<file path="config.mk">
export PLATFORM = sky130hd
export DESIGN_NAME = seg_scan_display_flat
export DESIGN_NICKNAME = d
export VERILOG_FILES = /design/src/rtl/seg_scan_display_if.sv /design/src/rtl/seg_scan_display.sv /design/src/flat_wrapper.sv
export SDC_FILE = /design/constraint.sdc
export NUM_CORES = 1
export LEC_CHECK = 0
export ABC_AREA = 1
export BUFFER_PORTS_ARGS = -buffer_cell sky130_fd_sc_hd__buf_2
export CAP_MARGIN = 10
export CORE_ASPECT_RATIO = 2
export CORE_MARGIN = 10
export CORE_UTILIZATION = 25
export DETAILED_ROUTE_END_ITERATION = 10
export PLACE_DENSITY = 0.44
export SYNTH_ARGS = -nofsm -noshare
export SYNTH_HDL_FRONTEND = slang
export SYNTH_SLANG_ARGS = --single-unit
</file>
<file path="constraint.sdc">
create_clock -name clk -period 3.5 [get_ports clk]
set_input_delay 0.7 -clock clk [delete_from_list [all_inputs] [get_ports clk]]
set_output_delay 0.7 -clock clk [all_outputs]
set_load 0.005 [all_outputs]
</file>
<file path="src/rtl/seg_scan_display_if.sv">
// seg_scan_display_if: board-logic side and pin side signals of the scanned 7-segment driver
interface seg_scan_display_if #(
  parameter int DIGITS = 8,
  parameter int SEL_W = 3
);
  logic [4*DIGITS-1:0] data;
  logic [DIGITS-1:0] dp_in;
  logic [DIGITS-1:0] blank_mask;
  logic [DIGITS-1:0] blink_mask;
  logic lz_en;
  logic load;
  logic [SEL_W-1:0] which;
  logic [7:0] seg;
  logic frame_tick;
  logic pending;
  modport master(
    output data, dp_in, blank_mask, blink_mask, lz_en, load,
    input which, seg, frame_tick, pending
  );
  modport slave(
    input data, dp_in, blank_mask, blink_mask, lz_en, load,
    output which, seg, frame_tick, pending
  );
endinterface

</file>
<file path="src/rtl/seg_scan_display.sv">
// seg_scan_display: N-digit multiplexed 7-segment driver with frame-synchronous update, blank/blink/dp and leading-zero suppression
module seg_scan_display #(
  parameter int DIGITS = 8,
  parameter int SEL_W = 3,
  parameter int SCAN_DIV = 50000,
  parameter int BLINK_FRAMES = 64,
  parameter int SEG_ACT_LOW = 0
) (
  input logic clk,
  input logic rst,
  seg_scan_display_if.slave bus
);
  localparam int PW = $clog2(SCAN_DIV);
  localparam int BW = BLINK_FRAMES > 1 ? $clog2(BLINK_FRAMES) : 1;
  localparam logic [7:0] DARK = SEG_ACT_LOW != 0 ? 8'hFF : 8'h00;
  localparam logic [6:0] HEX [16] = '{
    7'h3F, 7'h06, 7'h5B, 7'h4F, 7'h66, 7'h6D, 7'h7D, 7'h07,
    7'h7F, 7'h6F, 7'h77, 7'h7C, 7'h39, 7'h5E, 7'h79, 7'h71
  };
  logic [PW-1:0] pre;
  logic [SEL_W-1:0] idx;
  logic [4*DIGITS-1:0] act_d, sh_d;
  logic [DIGITS-1:0] act_dp, sh_dp, zero_up;
  logic [BW-1:0] bcnt;
  logic blink_off, adv, wrap, dark, z;
  logic [3:0] nib;
  logic [7:0] lit;
  always_comb begin
    adv = pre == PW'(SCAN_DIV - 1);
    wrap = adv && idx == SEL_W'(DIGITS - 1);
    z = 1'b1;
    zero_up = '0;
    for (int k = DIGITS - 1; k >= 0; k--) begin
      z = z & (act_d[4*k +: 4] == 4'd0);
      zero_up[k] = z;
    end
    nib = act_d[4*idx +: 4];
    lit = {act_dp[idx], HEX[nib]};
    dark = bus.blank_mask[idx] | (bus.blink_mask[idx] & blink_off) |
           (bus.lz_en & (idx != '0) & zero_up[idx]);
  end
  always_ff @(posedge clk) begin
    if (rst) begin
      pre <= '0;
      idx <= '0;
      act_d <= '0;
      act_dp <= '0;
      sh_d <= '0;
      sh_dp <= '0;
      bcnt <= '0;
      blink_off <= 1'b0;
      bus.which <= '0;
      bus.seg <= DARK;
      bus.frame_tick <= 1'b0;
      bus.pending <= 1'b0;
    end else begin
      pre <= adv ? '0 : pre + 1'b1;
      if (adv) idx <= wrap ? '0 : idx + 1'b1;
      bus.which <= idx;
      bus.seg <= dark ? DARK : lit ^ DARK;
      bus.frame_tick <= wrap;
      if (wrap && bus.load) begin
        act_d <= bus.data;
        act_dp <= bus.dp_in;
        bus.pending <= 1'b0;
      end else if (wrap && bus.pending) begin
        act_d <= sh_d;
        act_dp <= sh_dp;
        bus.pending <= 1'b0;
      end else if (bus.load) begin
        sh_d <= bus.data;
        sh_dp <= bus.dp_in;
        bus.pending <= 1'b1;
      end
      if (wrap) begin
        bcnt <= bcnt == BW'(BLINK_FRAMES - 1) ? '0 : bcnt + 1'b1;
        if (bcnt == BW'(BLINK_FRAMES - 1)) blink_off <= ~blink_off;
      end
    end
  end
endmodule

</file>
<file path="src/flat_wrapper.sv">
// flat-port wrapper written by rule: the top's interface ports become plain ports
module seg_scan_display_flat 
#(
  parameter int DIGITS = 8,
  parameter int SEL_W = 3,
  parameter int SCAN_DIV = 50000,
  parameter int BLINK_FRAMES = 64,
  parameter int SEG_ACT_LOW = 0
)
  (clk, rst, bus_data, bus_dp_in, bus_blank_mask, bus_blink_mask, bus_lz_en, bus_load, bus_which, bus_seg, bus_frame_tick, bus_pending);
  seg_scan_display_if #(.DIGITS(DIGITS), .SEL_W(SEL_W)) bus_i ();
  input logic clk;
  input logic rst;
  input wire logic [$bits(bus_i.data)-1:0] bus_data;
  input wire logic [$bits(bus_i.dp_in)-1:0] bus_dp_in;
  input wire logic [$bits(bus_i.blank_mask)-1:0] bus_blank_mask;
  input wire logic [$bits(bus_i.blink_mask)-1:0] bus_blink_mask;
  input wire logic [$bits(bus_i.lz_en)-1:0] bus_lz_en;
  input wire logic [$bits(bus_i.load)-1:0] bus_load;
  output wire logic [$bits(bus_i.which)-1:0] bus_which;
  output wire logic [$bits(bus_i.seg)-1:0] bus_seg;
  output wire logic [$bits(bus_i.frame_tick)-1:0] bus_frame_tick;
  output wire logic [$bits(bus_i.pending)-1:0] bus_pending;
  assign bus_i.data = bus_data;
  assign bus_i.dp_in = bus_dp_in;
  assign bus_i.blank_mask = bus_blank_mask;
  assign bus_i.blink_mask = bus_blink_mask;
  assign bus_i.lz_en = bus_lz_en;
  assign bus_i.load = bus_load;
  assign bus_which = bus_i.which;
  assign bus_seg = bus_i.seg;
  assign bus_frame_tick = bus_i.frame_tick;
  assign bus_pending = bus_i.pending;
  seg_scan_display #(.DIGITS(DIGITS), .SEL_W(SEL_W), .SCAN_DIV(SCAN_DIV), .BLINK_FRAMES(BLINK_FRAMES), .SEG_ACT_LOW(SEG_ACT_LOW)) u_core (.clk(clk), .rst(rst), .bus(bus_i));
endmodule
</file>
# Word-level counts from Yosys, hierarchy flattened
# Memory sizes are Yosys's and may differ from the RTL's. A register that Yosys moved wholly into a read port is not among the register bits.
# Cells that the tools add are included.
[op_classes] n_lt_le_gt_ge=2 n_mux=16 eq_ne=3 bitwise=16 reduce_logical=18 n_shift=1 add_sub_neg=3
[ops] operator="2-to-1 mux 32 bit" count=2
[ops] operator="zero test 4 bit" count=8
[ops] operator="indexed part select 32 x 6 -> 4 bit" count=1
[ops] operator="adder 16 x 1 -> 16 bit (second input constant)" count=1
[ops] operator="== test 16 bit (second input constant)" count=1
[ops] operator="2-to-1 mux 8 bit" count=2
[ops] operator="2-to-1 mux 7 bit" count=2
[ops] operator="binary-select mux 1 bit (select 3 bit)" count=4
[ops] operator="bitwise AND 1 bit" count=10
[ops] operator="adder 6 x 1 -> 6 bit (second input constant)" count=1
[ops] operator="== test 6 bit (second input constant)" count=1
[ops] operator="2-to-1 mux 6 bit" count=1
[ops] operator="greater-or-equal comparator 5 bit (second input constant)" count=1
[ops] operator="NOT 4 -> 5 bit" count=1
[ops] operator="less-than comparator 3 x 4 -> 1 bit (second input constant)" count=1
[ops] operator="2-to-1 mux 1 bit" count=4
[ops] operator="OR reduction 2 bit" count=2
[ops] operator="adder 3 x 1 -> 3 bit (second input constant)" count=1
[ops] operator="== test 3 bit (second input constant)" count=1
[ops] operator="logical AND 1 bit" count=3
[ops] operator="2-to-1 mux 3 bit" count=1
[ops] operator="NOT 1 bit" count=3
[ops] operator="AND reduction 3 bit" count=1
[ops] operator="nonzero test 3 bit" count=1
[ops] operator="other kinds (4)" count=5
[totals] memories=1 wordCells=72 ff_bits=119 output_inout_bits=13 in_bits=60 rom_bits=112
[memory_table] memory="(no name shown)" words=16 word_bits=7 rd=1 rd_ports_with_merged_regs=1 wr=0 line="seg_scan_display.sv:38" rtl="lit = {act_dp[idx], HEX[nib]};"

# Depth between registers and ports, before layout
# Gate-level depths: netlist of the first run.
[logic_depth] ltp_word=13 depth_mapped=16 depth_no_buf=14

# Worst setup path after synthesis of the first run
# OpenSTA, ideal clock, no wires.
[synth_path] kind="reg-to-reg" start="register u_core.idx[1]" end="register u_core.bus.seg[1]" setup_time_ps=120 n_path_buf=1 stages_incl_launch_ff=15 t_required_ps=3380 period_less_slack_ps=2202 arrival_time_ps=2082 path_slack_ps=1298 cell_sequence="dfxtp_1 clkinv_1 buf_2 a21oi_1 o21ai_0 nand2_1 inv_1 o21ai_0 inv_1 ha_1 inv_1 o21ai_0 nand2_1 inv_1 nor2_1"
[synth_between] elab_chain_cells=6 elab_cells_between_ends=15 cone_classes="shift (1); mux (6); bitwise (6); reduce/logical (2)"
[synth_rtl] element="start: declaration" line="seg_scan_display.sv:21" rtl="logic [SEL_W-1:0] idx;"
[synth_rtl] element="start signal: assignment" line="seg_scan_display.sv:58" rtl="if (adv) idx <= wrap ? '0 : idx + 1'b1;"
[synth_rtl] element="binary-select mux 1 bit (select 3 bit)" line="seg_scan_display.sv:39" rtl="dark = bus.blank_mask[idx] | (bus.blink_mask[idx] & blink_off) |"
[synth_rtl] element="2-to-1 mux 1 bit (implied by the code)" line="seg_scan_display.sv:39"
[synth_rtl] element="bitwise AND 1 bit" line="seg_scan_display.sv:39"
[synth_rtl] element="bitwise OR 1 bit (2 in series)" line="seg_scan_display.sv:39"
[synth_rtl] element="OR reduction 2 bit (no source line)"
[synth_rtl] element="end: declaration" line="seg_scan_display_if.sv:22" rtl="output which, seg, frame_tick, pending"
# Parallel ways exist; a longest one is shown, timed or not. The select of a mux whose other input is x is not followed.
# A chain may end at the register's enable or synchronous reset.

# Worst setup path after layout of the first run
[layout_path] start="register u_core.idx[0]" end="register u_core.bus.seg[3]"
# Same word-level chain as after synthesis.

==> results of run 1 <==
## power breakdown
part / switching, mW / total (mW) / internal, mW
clock: 0.643 / 1.74 / 1.10
combinational: 0.138 / 0.229 / 0.0906
sequential: 0.0183 / 1.41 / 1.40
## path summary, 6_finish.rpt
check | start | to | slack, ns | depth (start not counted)
hold / removal | u_core.pre[0] | u_core.pre[0] | 0.45 | 1
hold reg to reg | u_core.pre[0] | u_core.pre[0] | 0.45 | 1
setup reg to reg | u_core.idx[0] | u_core.bus.seg[3] | 0.91 | 14
setup / recovery | u_core.idx[0] | u_core.bus.seg[3] | 0.91 | 14
## metal layers
metal,track usage (%),routed length (um),up-vias
li1,-,-,3375
met1,12.1,7660,2836
met2,22.7,10500,110
met3,3.02,721,27
met4,5.37,466,0
met5,0,0,-
## kinds of logic (layout without fill, tap and decap cells)
kind of cell	Yosys count	after routing	share of synthesized area, %
compound gates	132	132	10.3
xor+xnor	6	6	0.811
fa+ha+maj	12	12	2.32
buf+inv	221	282	13.3
flops	119	119	36.8
simple gates	579	579	36.4
## cell type report
cell class	instances	area [um2]	area share, %
flip-flops and latches	119	2380	30.9
clock buffers	23	478	6.19
well taps	340	425	5.51
clock inverters	9	98.8	1.28
multi-input cells	729	3230	41.9
inverters	166	623	8.07
repair buffers	84	478	6.19
## flip-flops by register name, indices dropped and copies added, names as in the netlist
| signal | flops |
|---|---|
| u_core.bus.pending | 1 |
| u_core.bus.seg | 8 |
| u_core.act_d | 32 |
| u_core.idx | 3 |
| u_core.pre | 16 |
| u_core.bus.frame_tick | 1 |
| u_core.sh_d | 32 |
| u_core.bus.which | 3 |
| u_core.sh_dp | 8 |
| u_core.blink_off | 1 |
| u_core.bcnt | 6 |
| u_core.act_dp | 8 |
## worst reg2reg max path, delay by kind of cell, from the launching register on
family	cells	cell delay [ns]
and+or+nand+nor	5	0.29
DFF	1	0.54
adders and majority gates	1	0.32
AOI/OAI and AO/OA	3	0.69
buffers and inverters	5	0.65
## through the flow
step	total power [mW]	worst slack [ns]	area (um2)
2_1_floorplan	1.59	1.30	6480
3_3_place_gp	1.67	0.912	7140
3_5_place_dp	1.68	0.893	7140
4_1_cts	3.45	0.893	7720
5_1_grt	3.53	0.483	7720
6_report	3.38	0.906	7720
## cells in the final DEF (no fill, tap or decap), types with 2 or more instances in the layout
cell | netlist | routed
inv_1 | 160 | 160
clkbuf_16 | 0 | 17
nand4_1 | 9 | 9
inv_2 | 4 | 5
nand3_1 | 86 | 86
nor2_1 | 97 | 97
nor2_2 | 3 | 3
a211oi_1 | 2 | 2
a21oi_1 | 104 | 104
nand3b_1 | 4 | 4
xor2_1 | 4 | 4
clkbuf_8 | 0 | 3
nand2_1 | 363 | 363
dfxtp_1 | 119 | 119
xnor2_1 | 2 | 2
nor3_1 | 10 | 10
buf_4 | 2 | 11
buf_12 | 0 | 2
or2_2 | 2 | 2
clkinv_2 | 0 | 6
bufinv_16 | 0 | 2
o21ai_0 | 24 | 24
buf_2 | 22 | 71
clkbuf_1 | 24 | 3
ha_1 | 12 | 12
or2_0 | 2 | 2
==> impl_metrics.ini, run 1 <==
[outcome]
status = completed

[die]
die_x_um = 134
top_level_ports = 73
std_cell_rows = 83
start_util_pct = 25.3
die_area_um2 = 33100
fp.coreArea_um2 = 25700
die_h_um = 248

[setup_path]
cp.buffers_inverters = 5
crit_required_ns = 3.81
cp-end-kind = flop
critical_path_class = reg -> reg
cp_slowest_cell = dfxtp_1
critPathArrivalTime_ns = 2.91
cp-start-kind = flop
cp_max_fo = 31
cp_cell_sequence = inv_2 > a21oi_1 > o21ai_0 > nand2_1 > inv_1 > o21ai_0 > inv_1 > ha_1 > inv_1 > nand2_1 > nand3_1 > nand2_1 > inv_1 > nor2_1
critPathTopFamily = compound AO/OA/AOI/OAI gates
slowest_delay_ns = 0.54
crit_top_cell = inv_1

[clock_network]
cts_root_buf = clkbuf_16
cts_buffer_depth = 2
cts_hold_buf = 0
cts_setup_buffers = 0
cts_sinks = 119
cts-buffers-inserted = 17
clk_pin_slew_worst_paths_ns = 0.05
ctsResizeCount = 0
cts_htree_levels = 4
cts_tree = yes
clkLatencyLatePin_ns = 0.43

[yosys]
synth_seq_cells = 119
netlist_instances = 1069
synth_area_um2 = 6480
postSynthNetCount = 1141
synth_cell_types = 28
synth.most_common_cell = nand2_1
synth_edf_count = 0
yosys-top-cells-count = 363 x nand2_1, 160 x inv_1, 119 x dfxtp_1
synth_top_area_share_pct = 36.8
ys.flop_type = dfxtp_1
yosysTopAreaCell = dfxtp_1
async_flop_share_pct = 0
synth_seq_area_share_pct = 36.8
avgSynthCellArea_um2 = 6.06
ys_top_cells_by_area = dfxtp_1 37%, nand2_1 21%, inv_1 9.3%, a21oi_1 8.0%, nand3_1 6.6%
synth_warnings = 0

[grt]
grt_use_total_pct = 12.0
gr-total-overflow = 0
grt_pass1_wl_um = 31700
antenna_found_initial = 0
grt_pass1_vias = 6171
grt_start_max_net_pins = 93

[sta]
hold_viol = 0
period_minus_slack_ns = 2.59
relSlewSlack_pct = 59.0
setup_tns_ns = 0
max_freq_ghz = 0.386
drv_slew = 0
period_share_pct = 74.1
worstMarginPinSlew_ns = 0.613
grt_setup_unrepaired = false
final-setup-viol-count = 0
clock_skew_ns = 0.0126
whs_ns = 0.455

[detailed_routing]
postRouteAntennaNets = 0
routed_wl_um = 19300
via_per_inst = 4.32
drt_iter0_drc = 397
drcViolationCount = 0
dr_total_vias = 6348
wl_per_cell_um = 13.1
first_pass_iters = 4

[place]
dpl.hpwl_um = 14000
gp_congestion = 0.805
dp.cells = 1438
portBuffers = 72

[min_path]
hp-class = reg -> reg

[run]
maxCapViolations = 0

[cells_and_area]
fill_cells = 2944
instances_no_fill = 1470
layout.nets = 1189
diodes = 0
utilization_pct = 30.1
area_delta_synth_final_pct = 19.1
drive_gt1_share_pct = 11.0

[power_and_ir_drop]
p_per_area_nw_per_um2 = 438
cellLeakagePower_nw = 4.01
peakVddDrop_mv = 0.280
Power figures use the tool's default switching activity.
==> run 2, diff against run 1 <==
clock period = 2.4 ns   (was 3.5 ns; I/O delays follow)
==> run 2 against run 1 <==
Effect of this change: worst hold slack got worse by 0.086 ns; global-route usage fell by 0.12 points; maximum frequency rose by 32%; power rose by 45%; die area did not move; largest power group unchanged.
==> impl_metrics.ini, run 2 (same netlist as run 1, synthesis figures left out) <==
[outcome]
status = completed

[grt]
grt_pass1_wl_um = 31500
grt_start_max_net_pins = 73
antenna_found_initial = 0
gr-total-overflow = 0
grt_pass1_vias = 6107
grt_use_total_pct = 11.9

[clock_network]
clkLatencyLatePin_ns = 0.43
cts_htree_levels = 4
cts_buffer_depth = 2
cts_tree = yes
cts_hold_buf = 0
ctsResizeCount = 0
cts_root_buf = clkbuf_16
cts_sinks = 119
cts_setup_buffers = 0
cts-buffers-inserted = 17
clk_pin_slew_worst_paths_ns = 0.06

[power_and_ir_drop]
p_per_area_nw_per_um2 = 629
p_sw_mw = 1.18
pwr-share-comb_pct = 6.9
p_clk_share_pct = 51.0
cellLeakagePower_nw = 4.04
swShare_pct = 24.2
p_seq_share_pct = 42.2
power_mw = 4.89
peakVddDrop_mv = 0.460
intPower_mw = 3.71

[detailed_routing]
drcViolationCount = 0
routed_wl_um = 19300
first_pass_iters = 5
via_per_inst = 4.26
drt_iter0_drc = 298
postRouteAntennaNets = 0
dr_total_vias = 6291
wl_per_cell_um = 13.1

[sta]
hold_viol = 0
drv_slew = 0
worstMarginPinSlew_ns = 0.494
setup_tns_ns = 0
fin_ws_ns = 0.438
relSlewSlack_pct = 67.1
final-setup-viol-count = 0
max_freq_ghz = 0.510
clock_skew_ns = 0.00912
whs_ns = 0.369
grt_setup_unrepaired = false
period_share_pct = 81.8
period_minus_slack_ns = 1.96

[cells_and_area]
final_common_cell = nand2_1
final_cell_mix = 363 x nand2_1, 160 x inv_1, 119 x dfxtp_1, 104 x a21oi_1, 97 x nor2_1
area_delta_synth_final_pct = 19.8
fill_cells = 2957
diodes = 0
layout.nets = 1198
reg.largest.list = u_core.act_d x32, u_core.sh_d x32, u_core.pre x16
drive_gt1_share_pct = 11.6

[setup_path]
cp-start-kind = flop
crit_required_ns = 2.71
cp-end-kind = flop
crit_top_cell = inv_1
critPathArrivalTime_ns = 2.27
regToRegEndpoint = u_core.bus.seg[1]
critical_path_class = reg -> reg
cp_slowest_cell = dfxtp_1
cp_max_fo = 15
slowest_delay_ns = 0.34
startpoint = u_core.idx[0]
reg2reg_depth = 13
cp_cell_sequence = buf_4 > a21oi_1 > o21ai_0 > nand2_1 > inv_1 > o21ai_0 > inv_1 > ha_1 > inv_1 > o21ai_0 > nand2_1 > inv_1 > nor2_1
r2r-start = u_core.idx[0]
r2r_setup_slack_ns = 0.44

[die]
start_util_pct = 25.3
std_cell_rows = 83
die_x_um = 134
fp.coreArea_um2 = 25700
die_h_um = 248
top_level_ports = 73
die_area_um2 = 33100

[place]
post-place-ws_ns = 0.423
dpl.hpwl_um = 14000
gp_congestion = 0.846
portBuffers = 72

[run]
maxCapViolations = 0

[min_path]
worstHoldEndpoint = u_core.bus.which[0]
min_from = rst
hp-class = in -> reg
holdPathStages = 2
[run 2: cell count changes in the layout (fill, tap and decap cells not counted)]
cell        change
clkinvlp_4      +2
clkbuf_8        -2
clkinv_4        -1
buf_4           +9
[run 2: area by class of cell]
class                   count  area [um2]  share of cell area (%)
repair buffers             93         546                    7.03
inverters                 166         623                    8.02
well taps                 340         425                    5.48
clock inverters            10         105                    1.35
multi-input cells         729        3230                    41.6
flip-flops and latches    119        2380                    30.7
clock buffers              21         450                    5.80
[run 2: power by group through the flow]
stage                     registers (mW)  clock network (mW)  logic [mW]
after floorplan                     2.10                   0       0.222
after global placement              2.10                   0       0.343
after detailed placement            2.10                   0       0.345
after CTS                           2.06                2.57       0.345
after global routing                2.07                2.65       0.392
final                               2.06                2.49       0.336
[run 2: routing by layer]
metal / wire [um] / vias up / global-route usage, %
met1: 8060 / 2789 / 12.6
li1: - / 3389 / -
met2: 10200 / 95 / 22.1
met3: 689 / 18 / 3.00
met5: 0 / - / 0
met4: 354 / 0 / 4.57
[run 2: worst max-delay path by stage]
| stage | to | slack, ns | cells past startpoint |
|---|---|---|---|
| 2_1_floorplan | u_core.bus.seg[1] | 0.20 | 14 |
| 3_3_place_gp | u_core.bus.seg[1] | 0.44 | 13 |
| 3_5_place_dp | u_core.bus.seg[1] | 0.42 | 13 |
| 4_1_cts | u_core.bus.seg[1] | 0.42 | 13 |
| 5_1_grt | u_core.bus.seg[0] | 0.14 | 13 |
| 6_report | u_core.bus.seg[1] | 0.44 | 13 |
[run 2: worst max-delay path, delay by kind of cell (launching register included)]
kind	cells	cell delay [ns]
buffers and inverters	5	0.46
AOI/OAI and AO/OA	4	0.58
and+or+nand+nor	3	0.17
adders and majority gates	1	0.30
DFF	1	0.34
[run 2: through the flow]
stage | std cells | utilization (%) | instance area, um2
2_1_floorplan | 1069 | - | 6480
3_3_place_gp | 1447 | 28.1 | 7210
3_5_place_dp | 1447 | 28.1 | 7210
4_1_cts | 1478 | 30.3 | 7760
5_1_grt | 1478 | 30.3 | 7760
6_report | 1478 | 30.3 | 7760
==> run 3, diff against run 2 <==
PLACE_DENSITY = 0.45   (was 0.44)
clock period = 1.7 ns   (was 2.4 ns; I/O delays follow)
==> run 3 against run 2 <==
Effect of this change: worst setup slack worse by 0.45 ns; non-clock buffer count rose by 70; clock power up 42%; sequential cell count unchanged; the flow now finishes with violations (negative setup slack); highest routed layer unchanged.
==> impl_metrics.ini, run 3 (same netlist as run 1, synthesis figures left out) <==
[detailed_routing]
first_pass_iters = 6
dr_total_vias = 6689
routed_wl_um = 21300
drt_iter0_drc = 241
drcViolationCount = 0
postRouteAntennaNets = 0
via_per_inst = 4.32
wl_per_cell_um = 13.8

[sta]
final-setup-viol-count = 1
setup_tns_ns = -0.00977
clock_skew_ns = 0.0110
hold_viol = 0
drv_slew = 0
max_freq_ghz = 0.585
relSlewSlack_pct = 66.2
worstMarginPinSlew_ns = 0.503
period_share_pct = 101
grt_setup_unrepaired = true
fin_ws_ns = -0.00977
period_minus_slack_ns = 1.71
whs_ns = 0.182

[clock_network]
cts_buffer_depth = 2
clkLatencyLatePin_ns = 0.43
cts-buffers-inserted = 17
cts_root_buf = clkbuf_16
clk_pin_slew_worst_paths_ns = 0.06
cts_tree = yes
cts_sinks = 119
cts_htree_levels = 4

[place]
dpl.hpwl_um = 14700
portBuffers = 72
gp_congestion = 0.866
post-place-ws_ns = -0.110

[outcome]
status = finished with violations
violations = negative setup slack

[setup_path]
cp_slowest_cell = dfxtp_4
cp.buffers_inverters = 4
cp-end-kind = flop
crit_required_ns = 2.02
cp_max_fo = 4
critPathTopFamily = compound AO/OA/AOI/OAI gates
critPathArrivalTime_ns = 2.03
critical_path_class = reg -> reg
crit_top_cell = nand2_1
cp-start-kind = flop
cp_cell_sequence = buf_4 > a21oi_2 > o21ai_2 > nand2_1 > nand2_1 > o21ai_4 > inv_4 > ha_4 > inv_2 > o21ai_1 > nand2_1 > inv_1 > nor2_1
cp.depth = 13
slowest_delay_ns = 0.37
reg2reg_depth = 13

[grt]
grt_pass1_wl_um = 32100
grt_pass1_vias = 6487
grt_use_total_pct = 12.1
gr-total-overflow = 0
antenna_found_initial = 0
grt_start_max_net_pins = 70

[die]
top_level_ports = 73
start_util_pct = 25.3
fp.coreArea_um2 = 25700
std_cell_rows = 83
die_h_um = 248
die_x_um = 134
die_area_um2 = 33100

[cells_and_area]
area_delta_synth_final_pct = 38.2
utilization_pct = 34.9
final_cell_mix = 324 x nand2_1, 152 x inv_1, 114 x dfxtp_1, 94 x nor2_1, 80 x nand3_1
final_common_cell = nand2_1
layout.nets = 1268
reg.largest.list = u_core.act_d x32, u_core.sh_d x32, u_core.pre x16
diodes = 0
drive_gt1_share_pct = 24.6

[power_and_ir_drop]
p_per_area_nw_per_um2 = 781
peakVddDrop_mv = 0.621
cellLeakagePower_nw = 4.52
power_mw = 6.99

[run]
maxCapViolations = 0

[min_path]
holdPathStages = 2
hp-class = in -> reg
-- run 3: cell type report --
class	count	area (um2)
well taps	340	425
fillers	2841	16700
flip-flops and latches	119	2390
clock buffers	22	464
inverters	166	638
clock inverters	8	100
multi-input cells	729	3610
repair buffers	163	1320
-- run 3: where the power goes --
group | leakage [nW] | internal, mW | switching [mW]
Combinational | 3.27 | 0.221 | 0.315
Clock | 0.276 | 2.21 | 1.33
Sequential | 0.974 | 2.87 | 0.0397
Total | 4.52 | 5.30 | 1.69
-- run 3: timing repair --
item,in CTS,in global routing
setup buffers,2,4
cloned,0,9
endpoints found under the hold margin,0,0
gates resized for setup,27,104
pin swaps,5,25
hold buffers,0,0
setup endpoints to repair,55,100
-- run 3: layer usage --
metal | global-route usage, % | vias to the layer above | part of all wire (%)
met3 | 2.98 | 31 | 3.2
met5 | 0 | - | 0
met2 | 23.1 | 103 | 55
li1 | - | 3541 | -
met1 | 12.0 | 3014 | 39
met4 | 5.66 | 0 | 2.8
-- run 3: worst paths after layout --
kind	slack, ns	from	to
max	-0.01	u_core.idx[0]	u_core.bus.seg[1]
min	0.18	rst	u_core.bus.which[1]
max reg2reg	-0.01	u_core.idx[0]	u_core.bus.seg[1]
min reg2reg	0.48	u_core.sh_d[28]	u_core.sh_d[28]
-- run 3: stage by stage --
step | cell area (um2) | cells
floorplan | 6560 | 1069
global placement | 7760 | 1502
detailed placement | 7760 | 1502
CTS | 8430 | 1534
global route | 8950 | 1547
finish | 8950 | 1547
